## config.mk

```make
export PLATFORM = sky130hd
export DESIGN_NAME = keypad_operand_entry
export DESIGN_NICKNAME = d
export VERILOG_FILES = /design/src/rtl/keypad_operand_entry.sv
export SDC_FILE = /design/constraint.sdc
export NUM_CORES = 1
export LEC_CHECK = 0
export BUFFER_PORTS_ARGS = -buffer_cell sky130_fd_sc_hd__buf_2
export CORE_ASPECT_RATIO = 1.75
export CORE_UTILIZATION = 47
export CTS_BUF_LIST = sky130_fd_sc_hd__clkbuf_4 sky130_fd_sc_hd__clkbuf_8 sky130_fd_sc_hd__clkbuf_16
export DETAILED_ROUTE_END_ITERATION = 12
export GPL_TIMING_DRIVEN = 0
export PLACE_DENSITY = 0.74
export REMOVE_ABC_BUFFERS = 1
export SLEW_MARGIN = 10
export SYNTH_ARGS = -nofsm -noshare
export SYNTH_HDL_FRONTEND = slang
export SYNTH_SLANG_ARGS = --single-unit
```

## constraint.sdc

```tcl
create_clock -name clk_i -period 1.7 [get_ports clk_i]
set_clock_uncertainty 0.1 [all_clocks]
set_input_delay 0.34 -clock clk_i [delete_from_list [all_inputs] [get_ports clk_i]]
set_output_delay 0.34 -clock clk_i [all_outputs]
set_load 0.005 [all_outputs]
```

## src/rtl/keypad_operand_entry.sv

```systemverilog
// Multi-operand hex entry stage: collects NUM_OPS operands of DIGITS nibbles and presents them on valid/ready.
// Define KEYPAD_OVERWRITE_EN to shift digits through a full operand instead of ignoring them.
module keypad_operand_entry #(
  parameter int DIGITS  = 4,
  parameter int NUM_OPS = 2,
  localparam int W      = 4 * DIGITS,
  localparam int IDXW   = (NUM_OPS > 1) ? $clog2(NUM_OPS) : 1,
  localparam int CW     = $clog2(DIGITS + 1)
) (
  input  logic                 clk_i,
  input  logic                 reset_i,
  input  logic [3:0]           key_value_i,
  input  logic                 key_valid_i,
  input  logic                 enter_i,
  input  logic                 bksp_i,
  output logic [NUM_OPS*W-1:0] ops_o,
  output logic                 ops_valid_o,
  input  logic                 ops_ready_i,
  output logic [W-1:0]         cur_value_o,
  output logic [IDXW-1:0]      cur_index_o,
  output logic [CW-1:0]        digit_cnt_o
);

  // state    | meaning
  // ST_ENTRY | editing operand cur_index, strobes accepted
  // ST_HOLD  | full set presented, waiting for ops_ready
  typedef enum logic {ST_ENTRY, ST_HOLD} state_t;

  localparam logic [CW-1:0]   FULL_CNT = CW'(DIGITS);
  localparam logic [IDXW-1:0] LAST_IDX = IDXW'(NUM_OPS - 1);

  state_t                       state_q, state_d;
  logic [NUM_OPS-1:0][W-1:0]    ops_q, ops_d;
  logic                         ops_valid_q, ops_valid_d;
  logic [W-1:0]                 cur_value_q, cur_value_d;
  logic [IDXW-1:0]              cur_index_q, cur_index_d;
  logic [CW-1:0]                digit_cnt_q, digit_cnt_d;
  logic [W-1:0]                 shifted_in;

  // Truncating the concatenation drops the oldest nibble; also valid when DIGITS==1.
  assign shifted_in = W'({cur_value_q, key_value_i});

  always_comb begin
    state_d     = state_q;
    ops_d       = ops_q;
    ops_valid_d = ops_valid_q;
    cur_value_d = cur_value_q;
    cur_index_d = cur_index_q;
    digit_cnt_d = digit_cnt_q;
    case (state_q)
      ST_ENTRY: begin
        if (enter_i) begin
          ops_d[cur_index_q] = cur_value_q;
          cur_value_d        = '0;
          digit_cnt_d        = '0;
          if (cur_index_q == LAST_IDX) begin
            cur_index_d = '0;
            state_d     = ST_HOLD;
            ops_valid_d = 1'b1;
          end else begin
            cur_index_d = cur_index_q + 1'b1;
          end
        end else if (bksp_i) begin
          if (digit_cnt_q != '0) begin
            cur_value_d = cur_value_q >> 4;
            digit_cnt_d = digit_cnt_q - 1'b1;
          end
        end else if (key_valid_i) begin
          if (digit_cnt_q < FULL_CNT) begin
            cur_value_d = shifted_in;
            digit_cnt_d = digit_cnt_q + 1'b1;
          end else begin
`ifdef KEYPAD_OVERWRITE_EN
            cur_value_d = shifted_in;
`else
            cur_value_d = cur_value_q;
`endif
          end
        end
      end
      ST_HOLD: begin
        if (ops_ready_i) begin
          ops_d       = '0;
          ops_valid_d = 1'b0;
          state_d     = ST_ENTRY;
        end
      end
      default: begin
        state_d     = ST_ENTRY;
        ops_d       = '0;
        ops_valid_d = 1'b0;
        cur_value_d = '0;
        cur_index_d = '0;
        digit_cnt_d = '0;
      end
    endcase
  end

  always_ff @(posedge clk_i or posedge reset_i) begin
    if (reset_i) begin
      state_q     <= ST_ENTRY;
      ops_q       <= '0;
      ops_valid_q <= 1'b0;
      cur_value_q <= '0;
      cur_index_q <= '0;
      digit_cnt_q <= '0;
    end else begin
      state_q     <= state_d;
      ops_q       <= ops_d;
      ops_valid_q <= ops_valid_d;
      cur_value_q <= cur_value_d;
      cur_index_q <= cur_index_d;
      digit_cnt_q <= digit_cnt_d;
    end
  end

  assign ops_o       = ops_q;
  assign ops_valid_o = ops_valid_q;
  assign cur_value_o = cur_value_q;
  assign cur_index_o = cur_index_q;
  assign digit_cnt_o = digit_cnt_q;

endmodule

```

==> results by group <==
Synth
  – Adder-Cell Fraction of Synth Area: 0.00810
  – Seq/Total Area, Yosys: 0.547
  – Synth Area in Compound Gates: 0.159
  – Post-synthesis cell type count: 33
  – Synthesized flop and latch total: 54
  – Proportion of synthesized area in mux cells: 0.0526
  – XOR/XNOR share of the synthesized area: 0.00354
  – Largest family of logic cells by synthesized area: simple AND/OR/NAND/NOR gates
  – Simple-gate area share of the yosys netlist: 0.161
  – Mapped Cells: about 240
  – YS warnings: 0
  – Synthesized area: between 2000 and 2500 µm²
  – Post-Syn Area per Cell: 10.4 µm²

Status
  – Failing checks: design-rule violations
  – Status: finished with violations

Layout
  – Syn-to-layout area delta: 20.2%
  – Filler cell count: ~450
  – Register area: roughly 1400 µm²
  – Nets: 307
  – Non-filler cells, final: between 300 and 400
  – Layout cells sized above 1: 0.330
  – Multi-input combinational cell area: approximately 1000 µm²
  – N_diodes: 0

Die
  – Die H: a little under 100 µm
  – # IOs: between 60 and 70
  – Die area: between 5000 and 6000 µm²
  – Core area: 5020 µm²
  – Row Count: 34
  – Die W: about 57 µm
  – Initial Util: 0.493

STA
  – Setup TNS: 0 ps
  – Final Critical Period: between 1500 and 2000 ps
  – Rel. slew slack: 0.501
  – Fmax: a little over 600 MHz
  – Final setup fails: 0
  – Hold Slack: 122 ps
  – Period Utilization, post-route: 0.947
  – Slew Viols, Final: 0
  – Worst slew pin tran: 747 ps
  – RSZ-0062 raised after global routing: no
  – Fin. Hold Viols: 0

Place
  – DP Cell Count: between 300 and 400
  – PortBufs: 62
  – GPL Wtd Cong: between 0.7 and 0.8
  – Hpwl dp: between 3000 and 4000 µm

Run
  – Max-cap violations: 0

Global routing
  – Vias in the first global route: about 1,700
  – Global route overflow: 0
  – First-pass GRT wire length: ~8200 µm
  – Largest net degree at the start of global routing: 33
  – Initial antenna violation count: 0
  – GR Util All Layers: 0.193

Setup path
  – Critical Path Fanout Max: 18
  – Worst Path Required: ~1800 ps
  – Crit Path Category: register to register
  – Crit path launch type: register
  – Crit. End Element: register
  – Worst Path Arrival: ~1700 ps

CTS
  – CTS Sinks: 54
  – Clock Latency Late Sink: 310 ps
  – CTS Buf Count: 5
  – CTS H-tree depth: 2
  – CTS Buffer Depth: 2
  – Clk pin slew, worst setup/hold paths: around 100 ps
  – CTS tree: yes
  – Clock Tree Root: clkbuf_8

Detailed routing
  – Drt via density: roughly 5.3
  – 1st-iter DRT viols: 44
  – Detailed-route via count: between 1,500 and 2,000
  – Wire length per cell: between 10 and 15 µm
  – # DRC: 4
  – WL final: about 5100 µm
  – Antenna viol nets, final: 0
  – DRT Pass-1 Iters: 10

Pwr
  – LEAKAGE: 1.56 nW
  – Worst IR drop on VDD: approximately 1.3 mV
  – Pwr/cell area: between 1000 and 1500 nW/µm²

Hold path
  – Worst hold-check path type: input pin to register
[cells in the final DEF (no fill, tap or decap), types with 3 or more instances in the layout]
| cell | n |
|---|---|
| buf_2 | 61 |
| dfrtp_1 | 52 |
| nand2_1 | 35 |
| nand3_1 | 31 |
| inv_1 | 20 |
| mux2i_1 | 13 |
| o2bb2ai_2 | 10 |
| o21ai_1 | 10 |
| o21ai_0 | 10 |
| nor2_1 | 6 |
| clkbuf_8 | 5 |
| a22o_1 | 4 |
| nand2b_1 | 3 |
[worst max-delay path: stages, from the launching register on]
cell,delay [ps]
dfrtp_2,510
nand2b_1,240
o21ai_4,210
buf_8,180
nor2_1,50
a31o_2,200
[metrics by stage]
stage | total power [mW] | setup WS (ps) | instance area [µm²] | utilization
floorplan | 2.31 | -543 | 2380 | -
global placement | 2.69 | -1080 | 2760 | 0.550
detailed placement | 2.76 | -387 | 2800 | 0.557
CTS | 3.75 | 29.9 | 2970 | 0.591
global route | 3.95 | 1.55 | 2970 | 0.592
finish | 3.73 | 90.9 | 2970 | 0.592
[power by group]
part	total (mW)	internal, mW	leakage, nW	switching [mW]
Sequential	1.63	1.42	0.740	0.211
Combinational	1.22	0.445	0.761	0.780
Clock	0.877	0.447	0.0587	0.431
[cell type report]
type	count	share of cell area
sequential	54	0.455
multi-input combinational	147	0.327
clock buffer	5	0.0231
clock inverter	3	0.0160
inverter	21	0.0265
tap	54	0.0227
timing repair buffer	67	0.130
[registers in the layout, indices dropped and copies added, names as in the netlist]
name         cells
cur_index_o      1
cur_value_o     16
digit_cnt_o      3
ops_o           32
ops_valid_o      1
state_q          1
[layer usage]
metal  part of all wire  track usage  up-vias
met1               0.41        0.244      882
met3              0.032       0.0318        6
li1                   -            -      931
met5                  0            0        -
met2               0.54        0.330       39
met4              0.017       0.0732        0
[timing repair]
action,CTS,global route
gates cloned,0,0
gates resized for setup,5,4
hold buffers,1,0
setup buffers,2,0
pin swaps,2,0
setup endpoints to repair,48,19
endpoints found under the hold margin,22,0
[cells in the mapped netlist (all sizes together)]
library cell / count / area share
dfrtp: 54 / 0.55
nand2: 36 / 0.055
nand3: 31 / 0.063
o21ai: 22 / 0.049
inv: 21 / 0.032
mux2i: 13 / 0.053
buf: 11 / 0.031
o2bb2ai: 11 / 0.064
nor2: 7 / 0.011
a22o: 4 / 0.014
clkbuf: 4 / 0.0061
a21oi: 3 / 0.0076
nand2b: 3 / 0.0076
a31o: 2 / 0.0071
nor2b: 2 / 0.0051
nor3: 2 / 0.0040
a32o: 1 / 0.0040
a32oi: 1 / 0.0035
and2: 1 / 0.0025
fa: 1 / 0.0081
nand3b: 1 / 0.0030
nor4b: 1 / 0.0061
o22ai: 1 / 0.0025
o311ai: 1 / 0.0035
o31a: 1 / 0.0035
or3: 1 / 0.0046
xnor2: 1 / 0.0035
[kinds of logic (layout without fill, tap and decap cells)]
group	count (synthesis)	in the layout
AOI/OAI and AO/OA	47	47
and+or+nand+nor	85	85
adders and majority gates	1	1
xor gates and xnor gates	1	1
muxes	13	13
buffers and inverters	36	96
DFF	54	54
[final timing paths]
path	depth (start not counted)	endpoint	from	slack (ps)
max in group asynchronous	4	ops_o[22]$_DFFE_PP0P_	reset_i	460
min in group asynchronous	3	ops_o[3]$_DFFE_PP0P_	reset_i	500
max	5	ops_o[2]$_DFFE_PP0P_	state_q$_DFF_PP0_	90
min reg2reg	2	ops_o[31]$_DFFE_PP0P_	ops_o[31]$_DFFE_PP0P_	370
min	2	state_q$_DFF_PP0_	ops_ready_i	120
max reg2reg	5	ops_o[2]$_DFFE_PP0P_	state_q$_DFF_PP0_	90
Note: power is estimated with default switching activity, not from simulation.
